[src/rtl/rock_strategy.sv]
// Rocking-session sequencer: waits for the cradle to settle, samples the cry detector,
// and issues single-cycle amplitude/frequency commands until quiet, or gives up.
module rock_strategy #(
  parameter int unsigned SETTLE_CYCLES = 16,
  parameter int unsigned MAX_STEPS     = 32
) (
  input  logic       clk,
  input  logic       reset,
  input  logic       start,
  input  logic       abort,
  input  logic       cry,
  input  logic [2:0] A,
  input  logic [2:0] F,
  input  logic       F0,
  input  logic       error,
  output logic       Alaag,
  output logic       Fhoog,
  output logic       Flaag,
  output logic       busy,
  output logic       done,
  output logic       fault,
  output logic [7:0] steps
);

  typedef enum logic [2:0] {
    S_IDLE,
    S_SETTLE,
    S_DECIDE,
    S_ISSUE,
    S_DONE,
    S_FAULT
  } state_e;

  localparam logic [7:0] SETTLE_LOAD = 8'(SETTLE_CYCLES - 1);
  localparam logic [8:0] MAX_COUNT   = 9'(MAX_STEPS);
  localparam logic       DIR_UP      = 1'b1;
  localparam logic       DIR_DOWN    = 1'b0;

  state_e     state, state_next;
  logic [7:0] timer, timer_next;
  logic [7:0] steps_next;
  logic [8:0] steps_inc;
  logic       dir, dir_next;
  logic       cry_prev, cry_prev_next;
  logic       new_dir;
  logic       alaag_next, fhoog_next, flaag_next;

  // NOTE: every signal written here gets a default first, so no path leaves one unassigned (no latches).
  always_comb begin
    state_next    = state;
    timer_next    = timer;
    steps_next    = steps;
    dir_next      = dir;
    cry_prev_next = cry_prev;
    alaag_next    = 1'b0;
    fhoog_next    = 1'b0;
    flaag_next    = 1'b0;
    steps_inc     = {1'b0, steps} + 9'd1;

    // Alternate direction on consecutive cries, but never push past either frequency end.
    new_dir = cry_prev ? ~dir : dir;
    if (F == 3'd7) new_dir = DIR_DOWN;
    if (F <= 3'd1) new_dir = DIR_UP;

    if (abort) begin
      state_next    = S_IDLE;
      timer_next    = '0;
      steps_next    = '0;
      dir_next      = DIR_UP;
      cry_prev_next = 1'b0;
    end else begin
      case (state)
        S_IDLE, S_DONE: begin
          if (start) begin
            state_next    = S_SETTLE;
            timer_next    = SETTLE_LOAD;
            steps_next    = '0;
            dir_next      = DIR_UP;
            cry_prev_next = 1'b0;
          end
        end
        S_SETTLE: begin
          if (timer == 8'd0) state_next = S_DECIDE;
          else               timer_next = timer - 8'd1;
        end
        S_DECIDE: begin
          if (error || F0) begin
            state_next = S_FAULT;
          end else if (!cry) begin
            if (A == 3'd0) begin
              state_next = S_DONE;
            end else begin
              state_next    = S_ISSUE;
              alaag_next    = 1'b1;
              cry_prev_next = 1'b0;
            end
          end else begin
            state_next    = S_ISSUE;
            cry_prev_next = 1'b1;
            dir_next      = new_dir;
            fhoog_next    = (new_dir == DIR_UP);
            flaag_next    = (new_dir == DIR_DOWN);
          end
        end
        S_ISSUE: begin
          if (steps != 8'hFF) steps_next = steps_inc[7:0];
          if (steps_inc == MAX_COUNT) begin
            state_next = S_FAULT;
          end else begin
            state_next = S_SETTLE;
            timer_next = SETTLE_LOAD;
          end
        end
        S_FAULT: state_next = S_FAULT;
        default: state_next = S_IDLE;
      endcase
    end
  end

  // NOTE: sequential state uses non-blocking assignments so all registers update together.
  always_ff @(posedge clk or posedge reset) begin
    if (reset) begin
      state    <= S_IDLE;
      timer    <= '0;
      steps    <= '0;
      dir      <= DIR_UP;
      cry_prev <= 1'b0;
      Alaag    <= 1'b0;
      Fhoog    <= 1'b0;
      Flaag    <= 1'b0;
    end else begin
      state    <= state_next;
      timer    <= timer_next;
      steps    <= steps_next;
      dir      <= dir_next;
      cry_prev <= cry_prev_next;
      Alaag    <= alaag_next;
      Fhoog    <= fhoog_next;
      Flaag    <= flaag_next;
    end
  end

  assign busy  = (state == S_SETTLE) || (state == S_DECIDE) || (state == S_ISSUE);
  assign done  = (state == S_DONE);
  assign fault = (state == S_FAULT);

endmodule

[config.mk]
export PLATFORM = sky130hd
export DESIGN_NAME = rock_strategy
export DESIGN_NICKNAME = d
export VERILOG_FILES = /design/src/rtl/rock_strategy.sv
export SDC_FILE = /design/constraint.sdc
export NUM_CORES = 1
export LEC_CHECK = 0
export ABC_AREA = 1
export CORE_UTILIZATION = 50
export DETAILED_ROUTE_END_ITERATION = 7
export PLACE_DENSITY = 0.82
export RECOVER_POWER = 50
export SYNTH_ARGS = -nofsm -noshare
export SYNTH_HDL_FRONTEND = slang
export SYNTH_SLANG_ARGS = --single-unit
[constraint.sdc]
create_clock -name clk -period 1.67 [get_ports clk]
set_input_delay 0.334 -clock clk [delete_from_list [all_inputs] [get_ports clk]]
set_output_delay 0.334 -clock clk [all_outputs]
set_load 0.1 [all_outputs]
# Yosys cells after proc, flatten, opt, wreduce, memory -nomap -nowiden
# Index checks and enable logic that the tools add are counted.
[word_totals] wordCells=88 latch_bits=0 mem_count=0 in_bits=13 register_bits=24 output_inout_bits=14 mem_bits_ro=0 ram_bits=0
[op_classes] div_mod_pow=0 bitwise_logic=2 n_eq_ne=16 n_addsub=2 n_reduce_logical=15 magnitude_cmp=1 muxes=44 shifts=0 multipliers=0
[op_table] operator="$mux W8" count=7
[op_table] operator="$mux W1" count=25
[op_table] operator="$pmux W8 S3" count=1
[op_table] operator="$mux W3" count=7
[op_table] operator="$ne A3 B3 Y1 const B" count=7
[op_table] operator="$pmux W8 S2" count=1
[op_table] operator="$pmux W3 S5" count=1
[op_table] operator="$reduce_and A4 Y1" count=3
[op_table] operator="$add A8 B1 Y9 const B" count=1
[op_table] operator="$eq A3 B3 Y1 const B" count=3
[op_table] operator="$eq A9 B6 Y1 const B" count=1
[op_table] operator="$logic_not A8 Y1" count=1
[op_table] operator="$ne A8 B8 Y1 const B" count=1
[op_table] operator="$sub A8 B1 Y8 const B" count=1
[op_table] operator="$eq A3 B2 Y1 const B" count=2
[op_table] operator="$logic_not A3 Y1" count=2
[op_table] operator="$reduce_bool A3 Y1" count=2
[op_table] operator="$ne A4 B4 Y1 const B" count=1
[op_table] operator="$pmux W1 S2" count=2
[op_table] operator="$reduce_bool A4 Y1" count=1
[op_table] operator="$eq A3 B1 Y1 const B" count=1
[op_table] operator="$le A3 B1 Y1 const B" count=1
[op_table] operator="$logic_or A1 B1 Y1" count=3
[op_table] operator="$reduce_and A3 Y1" count=1
[op_table] operator="3 further kinds" count=4

# Depth between registers and ports, before layout
# Gate-level depths: netlist (run 1).
[logic_depth] ltp_word=9 mapped_depth=11 ltp_nobuf=11

# Worst setup path before layout (run 1)
# OpenSTA, ideal clock, no wires.
[synth_path] path_type="reg-to-output" startpoint="register state[2]" endpoint="output port done" arrival_time_ns=2.531 path_slack_ns=-1.195 path_stages_with_launch=3 path_cell_list="dfrtp_1 > inv_2 > nor3_1"
[synth_via] elab_chain_len=1
[synth_rtl] item="start: declaration" line_no="39" rtl="state_e state, state_next;"
[synth_rtl] item="start signal: assignment" line_no="132" rtl="state <= state_next;"
[synth_rtl] item="$eq A3 B3 Y1" line_no="144" rtl="assign done = (state == S_DONE);"
[synth_rtl] item="end: declaration" line_no="20" rtl="output logic done,"
# No other way between the ends.

# Worst setup path after layout (run 1)
[layout_path] startpoint="register steps[1]" endpoint="register timer[5]"
[layout_via] elab_chain_len=4
[layout_rtl] item="start: declaration" line_no="22" rtl="output logic [7:0] steps"
[layout_rtl] item="start signal: assignment" line_no="134" rtl="steps <= steps_next;"
[layout_rtl] item="$add A8 B1 Y9" line_no="58" rtl="steps_inc = {1'b0, steps} + 9'd1;"
[layout_rtl] item="$eq A9 B6 Y1" line_no="107" rtl="if (steps_inc == MAX_COUNT) begin"
[layout_rtl] item="$ne A3 B3 Y1 (no line)"
[layout_rtl] item="$reduce_and A4 Y1 (no line)"
[layout_rtl] item="end signal: assignment" line_no="133" rtl="timer <= timer_next;"
[layout_rtl] item="end: declaration" line_no="40" rtl="logic [7:0] timer, timer_next;"
# No other way between the ends.
# A chain may end at the register's enable or synchronous reset.

==> results of run 1 <==
==> metal layers <==
metal	up-vias	global-route usage	wire (µm)
met5	-	0	0
met4	0	0.0918	47
met3	6	0.0264	178
met2	50	0.429	2040
met1	775	0.290	1640
li1	816	-	-
==> cells in the final DEF, fill, tap and decap left out, drive strengths merged <==
master,Yosys,final
nand3,28,29
a31oi,1,1
o21bai,1,1
a21oi,10,10
inv,33,33
dfrtp,23,23
ha,3,3
nor3,5,5
nor4,2,2
a21boi,1,1
nand4,3,3
nor2,28,28
buf,0,30
or2,1,1
dlygate4sd3,0,1
o211ai,1,1
xor2,2,2
nand2,62,62
dfstp,1,1
o21a,1,1
clkdlybuf4s50,0,11
o21ai,11,11
clkbuf,1,6
o22ai,3,3
==> metrics by stage <==
stage               area [µm²]  setup WS, ns
CTS                       2220       0.00127
detailed placement        2160        -0.171
floorplan                 1640        -0.352
global route              2300       -0.0920
finish                    2300      -0.00800
global placement          2160        -0.119
==> report_power, final <==
part | switching, mW | internal [mW]
Combinational | 0.879 | 0.525
Clock | 0.170 | 0.0936
Sequential | 0.121 | 0.678
Total | 1.17 | 1.30
==> cell type report <==
type | instances | share of cell area
multi-input combinational | 164 | 0.413
sequential | 24 | 0.272
timing repair buffer | 44 | 0.225
inverter | 33 | 0.0539
tap | 44 | 0.0239
clock buffer | 4 | 0.0114
==> kinds of logic after synthesis <==
group                      count (synthesis)
adders and majority gates                  3
DFF                                       24
buffers and inverters                     34
and+or+nand+nor                          129
xor gates and xnor gates                   2
AOI/OAI and AO/OA                         29
==> cells in the mapped netlist, drive strengths merged <==
master   n  share of area
o21bai   1         0.0047
xor2     2          0.011
o22ai    3          0.012
a21boi   1         0.0047
o21a     1         0.0047
nor3     5          0.016
nor4     2         0.0079
inv     33          0.078
nand4    3          0.012
nand2   62           0.16
dfrtp   23           0.36
o211ai   1         0.0047
or2      1         0.0039
a21oi   10          0.046
o21ai   11          0.035
a31oi    1         0.0039
nand3   28           0.10
dfstp    1          0.017
clkbuf   1         0.0024
nor2    28          0.088
ha       3          0.024
==> worst min-delay path, cell delays in order, from the launching register on <==
cell and delay, ns:
dfstp_2 0.40, inv_1 0.04, a21oi_1 0.07
==> how the worst max path moves through the flow <==
stage / from / end / slack, ns / cells after the start
after floorplan: state[2] / done / -0.35 / 2
after global placement: abort / steps[0] / -0.12 / 7
after detailed placement: abort / timer[7] / -0.17 / 8
after CTS: state[1] / fault / 0.001 / 4
after global routing: steps[0] / steps[7] / -0.09 / 9
final: steps[1] / timer[5] / -0.008 / 10
==> flip-flops by register name, summed over array words and instances (netlist names) <==
signal and count:
cry_prev 1, Flaag 1, dir 1, state 3, timer 8, Alaag 1
Fhoog 1, steps 8
==> what timing repair did <==
item | CTS | global route
gates resized for setup | 5 | 15
setup buffers | 2 | 6
setup endpoints to repair | 3 | 14
cloned | 0 | 1
pin swaps | 0 | 10
==> flow_summary.json, run 1 <==
{
  "fin_util": 0.760,
  "period_needed_ns": 1.68,
  "cts_tree": "built",
  "avgSynthCellArea_um2": 7.20,
  "antenna_found_initial": 0,
  "finClkSkew_ns": 0.00545,
  "root_buffer": "clkbuf_4",
  "violations": "negative setup slack",
  "synth_compound_area_frac": 0.115,
  "finalHoldViolations": 0,
  "core.rowCount": 20,
  "remaining_drc_errors": 0,
  "grt.total_usage": 0.237,
  "ios": 27,
  "finalWirelength_um": 3910,
  "ff2ff_path_depth": 10,
  "crit_chain": "ha_4, nand3_1, nand2_1, nand2_1, nand3_2, nor2_4, nand3_4, nand2_8, nand2_1, nand2_1",
  "critical_path_buf_inv_count": 0,
  "fillCellCount": 216,
  "mappedNetlistArea_mm2": 0.00159,
  "synth_simple_gate_area_frac": 0.392,
  "ys_seq_area_frac": 0.378,
  "wl_per_cell_um": 12.5,
  "p_per_area_mw_per_mm2": 1070,
  "grt_start_max_net_pins": 25,
  "die_w_um": 58.4,
  "dp.final_hpwl_um": 2890,
  "hp-class": "register to register",
  "holdCritStartpoint": "dir",
  "drt-initial-drc-count": 48,
  "critPathLaunchType": "register",
  "grt_pass1_wl_um": 6190,
  "cap_viol_max_count": 0,
  "fin_ws_ns": -0.00800,
  "start_util": 0.525,
  "ctsHoldBuffers": 0,
  "drtPass1Iterations": 4,
  "critPathRequiredTime_ns": 1.93,
  "synthMuxAreaShare": 0,
  "multi_input_area_um2": 951,
  "synthAdderAreaFrac": 0.0236,
  "seq_area_um2": 626,
  "vias": 1647,
  "portBuffers": 26,
  "die_area_mm2": 0.00341,
  "r2r_slack_ns": -0.008,
  "rsz0062_at_grt": "yes",
  "dp_cells": 300,
  "synth_seq_cells": 24,
  "crit_family": "simple AND/OR/NAND/NOR gates",
  "postRouteAntennaNets": 0,
  "cts_made_buffers": 3,
  "holdPathEnd": "dir",
  "core-area_mm2": 0.00303,
  "die_height_um": 58.4,
  "slowest_delay_ns": 0.52,
  "power.total_mw": 2.47,
  "nets": 286,
  "synthCells": 221,
  "antenna_cells": 0,
  "final_cells": 313,
  "clk_latency_ns": 0.32,
  "crit-reg2reg-launch": "steps[1]",
  "synth_xor_area_frac": 0.0110,
  "synth_top_family_by_area": "simple AND/OR/NAND/NOR gates",
  "overflow": 0,
  "cpMostUsedCell": "nand2_1",
  "fmax_mhz": 596,
  "criticalPathCategory": "register to register",
  "viasPerCell": 5.26,
  "worstMarginPinSlew_ns": 0.589,
  "area_growth_pct": 44.6,
  "r2r_end": "timer[5]",
  "critPathCaptureType": "register",
  "cp_max_fo": 8,
  "synth_fp_nets": 237,
  "peakVddDrop_mv": 1.24,
  "htreeDepth": 1,
  "cts_sinks": 24,
  "final_layout_size_suffix_gt1_frac": 0.316,
  "finalSetupTns_ns": -0.0247,
  "arrival_ns": 1.94,
  "setup_viol": 5,
  "status": "finished with violations",
  "gp_congestion": 0.842,
  "relSlewSlack": 0.608,
  "yosysWarnings": 0,
  "crit_slowest_cell": "dfrtp_4",
  "hold_ws_ns": 0.499,
  "cts_max_path_buffers": 2,
  "clkTransAtPathRegs_ns": 0.13,
  "grt_pass1_vias": 1530,
  "ys_types": 30,
  "p_leak_nw": 1.03,
  "drv_slew": 0,
  "min_period_over_period": 1.00,
  "worst_hold_path.num_cells": 2
}
No activity file was read; power rests on OpenSTA's default activity.
==> inputs of run 2 (changes only) <==
CTS_CLUSTER_DIAMETER = 100   (was not set)
==> results of run 2 <==
Final layout, timing and power as in run 1 (identical DEF).
==> inputs of run 3 (changes only) <==
PLACE_DENSITY = 0.79   (was 0.82)
==> run 3 against run 2 <==
  * The flow still finishes with violations (negative setup slack)
  * Combinational power up 6%
  * Worst hold slack worse by 0.0086 ns
  * Non-clock buffer count up 4
  * Critical path depth up 1
==> flow_summary.json, run 3 (synthesized netlist as in run 1, its figures left out) <==
{
  "die_area_mm2": 0.00341,
  "holdPathEnd": "dir",
  "grt_pass1_wl_um": 6310,
  "clk_latency_ns": 0.32,
  "hold_ws_ns": 0.490,
  "r2r_slack_ns": -0.04,
  "worst_hold_path.num_cells": 2,
  "rsz0062_at_grt": "yes",
  "final_cells": 317,
  "relSlewSlack": 0.597,
  "cts_tree": "built",
  "cts_made_buffers": 3,
  "antenna_cells": 0,
  "holdCritStartpoint": "dir",
  "die_w_um": 58.4,
  "antenna_found_initial": 0,
  "cap_viol_max_count": 0,
  "criticalPathCategory": "register to register",
  "remaining_drc_errors": 0,
  "final_layout_size_suffix_gt1_frac": 0.344,
  "critPathRequiredTime_ns": 1.94,
  "grt_pass1_vias": 1504,
  "stdcell_area_mm2": 0.00237,
  "core-area_mm2": 0.00303,
  "dp_cells": 305,
  "arrival_ns": 1.99,
  "root_buffer": "clkbuf_4",
  "dp.final_hpwl_um": 2830,
  "status": "finished with violations",
  "critPathCaptureType": "register",
  "crit-reg2reg-launch": "steps[0]",
  "wl_per_cell_um": 12.6,
  "p_leak_nw": 1.08,
  "violations": "negative setup slack",
  "cp_max_fo": 8,
  "postRouteAntennaNets": 0,
  "hp-class": "register to register",
  "critical_path_buf_inv_count": 0,
  "crit_chain": "ha_4, nand2_4, nor2_4, nand3_2, nand2_2, nand2_2, nor2_4, nand3_4, nand2_8, nand2_1, nand2_1",
  "viasPerCell": 5.16,
  "finalSetupTns_ns": -0.267,
  "grt_start_max_net_pins": 25,
  "clkTransAtPathRegs_ns": 0.14,
  "finalWirelength_um": 3990,
  "peakVddDrop_mv": 1.44,
  "p_per_area_mw_per_mm2": 1090,
  "finalHoldViolations": 0,
  "min_period_over_period": 1.03,
  "worstMarginPinSlew_ns": 0.605,
  "power.total_mw": 2.59,
  "r2r_end": "timer[1]",
  "period_needed_ns": 1.71,
  "area_growth_pct": 48.9,
  "critPathLaunchType": "register",
  "core.rowCount": 20,
  "drtPass1Iterations": 4,
  "final_cell_mix": "46 x nand2_1, 28 x inv_1, 23 x nand3_1",
  "portBuffers": 26,
  "gp_congestion": 0.853,
  "slowest_delay_ns": 0.48,
  "final_common_cell": "nand2_1",
  "cts_max_path_buffers": 2,
  "crit_slowest_cell": "dfrtp_4",
  "nets": 290,
  "cts_sinks": 24,
  "drv_slew": 0,
  "crit_family": "simple AND/OR/NAND/NOR gates",
  "top_regs": "steps: 8 flops, timer: 8 flops, state: 3 flops",
  "drt-initial-drc-count": 65,
  "dpl_cell_area_mm2": 0.00220,
  "fmax_mhz": 584,
  "fin_ws_ns": -0.0423,
  "overflow": 0,
  "ios": 27,
  "die_height_um": 58.4,
  "htreeDepth": 1,
  "vias": 1637,
  "ff2ff_path_depth": 11,
  "setup_viol": 8,
  "finClkSkew_ns": 0.00232,
  "grt.total_usage": 0.241,
  "start_util": 0.525
}
-- run 3: metal layers --
layer | global-route usage | up-vias | share of wire
met3 | 0.0220 | 9 | 0.020
met4 | 0.0952 | 0 | 0.017
li1 | - | 829 | -
met2 | 0.422 | 27 | 0.51
met1 | 0.307 | 772 | 0.45
met5 | 0 | - | 0
-- run 3: worst min-delay path, stage by stage (launching register included) --
cell     delay (ns)
dfstp_2        0.40
inv_1          0.05
a21oi_1        0.06
-- run 3: timing repair --
item | in CTS | in global routing
hold endpoints to repair | 0 | 0
cloned | 0 | 1
pin swaps | 0 | 11
buffers inserted | 1 | 6
setup endpoints to repair | 8 | 13
hold buffers | 0 | 0
resized for setup | 4 | 21
-- run 3: power breakdown --
| group | total, mW | leakage (nW) | internal (mW) | switching, mW |
|---|---|---|---|---|
| Clock | 0.318 | 0.0210 | 0.133 | 0.185 |
| Combinational | 1.49 | 0.753 | 0.578 | 0.915 |
| Sequential | 0.776 | 0.305 | 0.677 | 0.0983 |
-- run 3: metrics by stage --
stage,utilization,setup slack [ns]
final,0.782,-0.0423
after detailed placement,0.726,-0.104
after CTS,0.745,-0.0118
after global placement,0.726,-0.0793
after global routing,0.782,-0.133
after floorplan,-,-0.352
-- run 3: worst max path at each step --
stage                  start  endpoint  slack [ns]  cells past startpoint
detailed placement     abort  steps[0]       -0.10                      7
finish              steps[0]  timer[1]       -0.04                     11
global route        steps[0]  timer[0]       -0.13                     11
floorplan           state[2]      done       -0.35                      2
CTS                 state[1]     fault       -0.01                      4
global placement       abort  steps[5]       -0.08                      7
-- run 3: area by class of cell --
cell class                 count  area (µm²)
multi-input combinational    164         977
clock buffer                   4        36.3
fill                         199         659
inverter                      33         124
tap                           44        55.1
timing repair buffer          48         552
sequential                    24         624
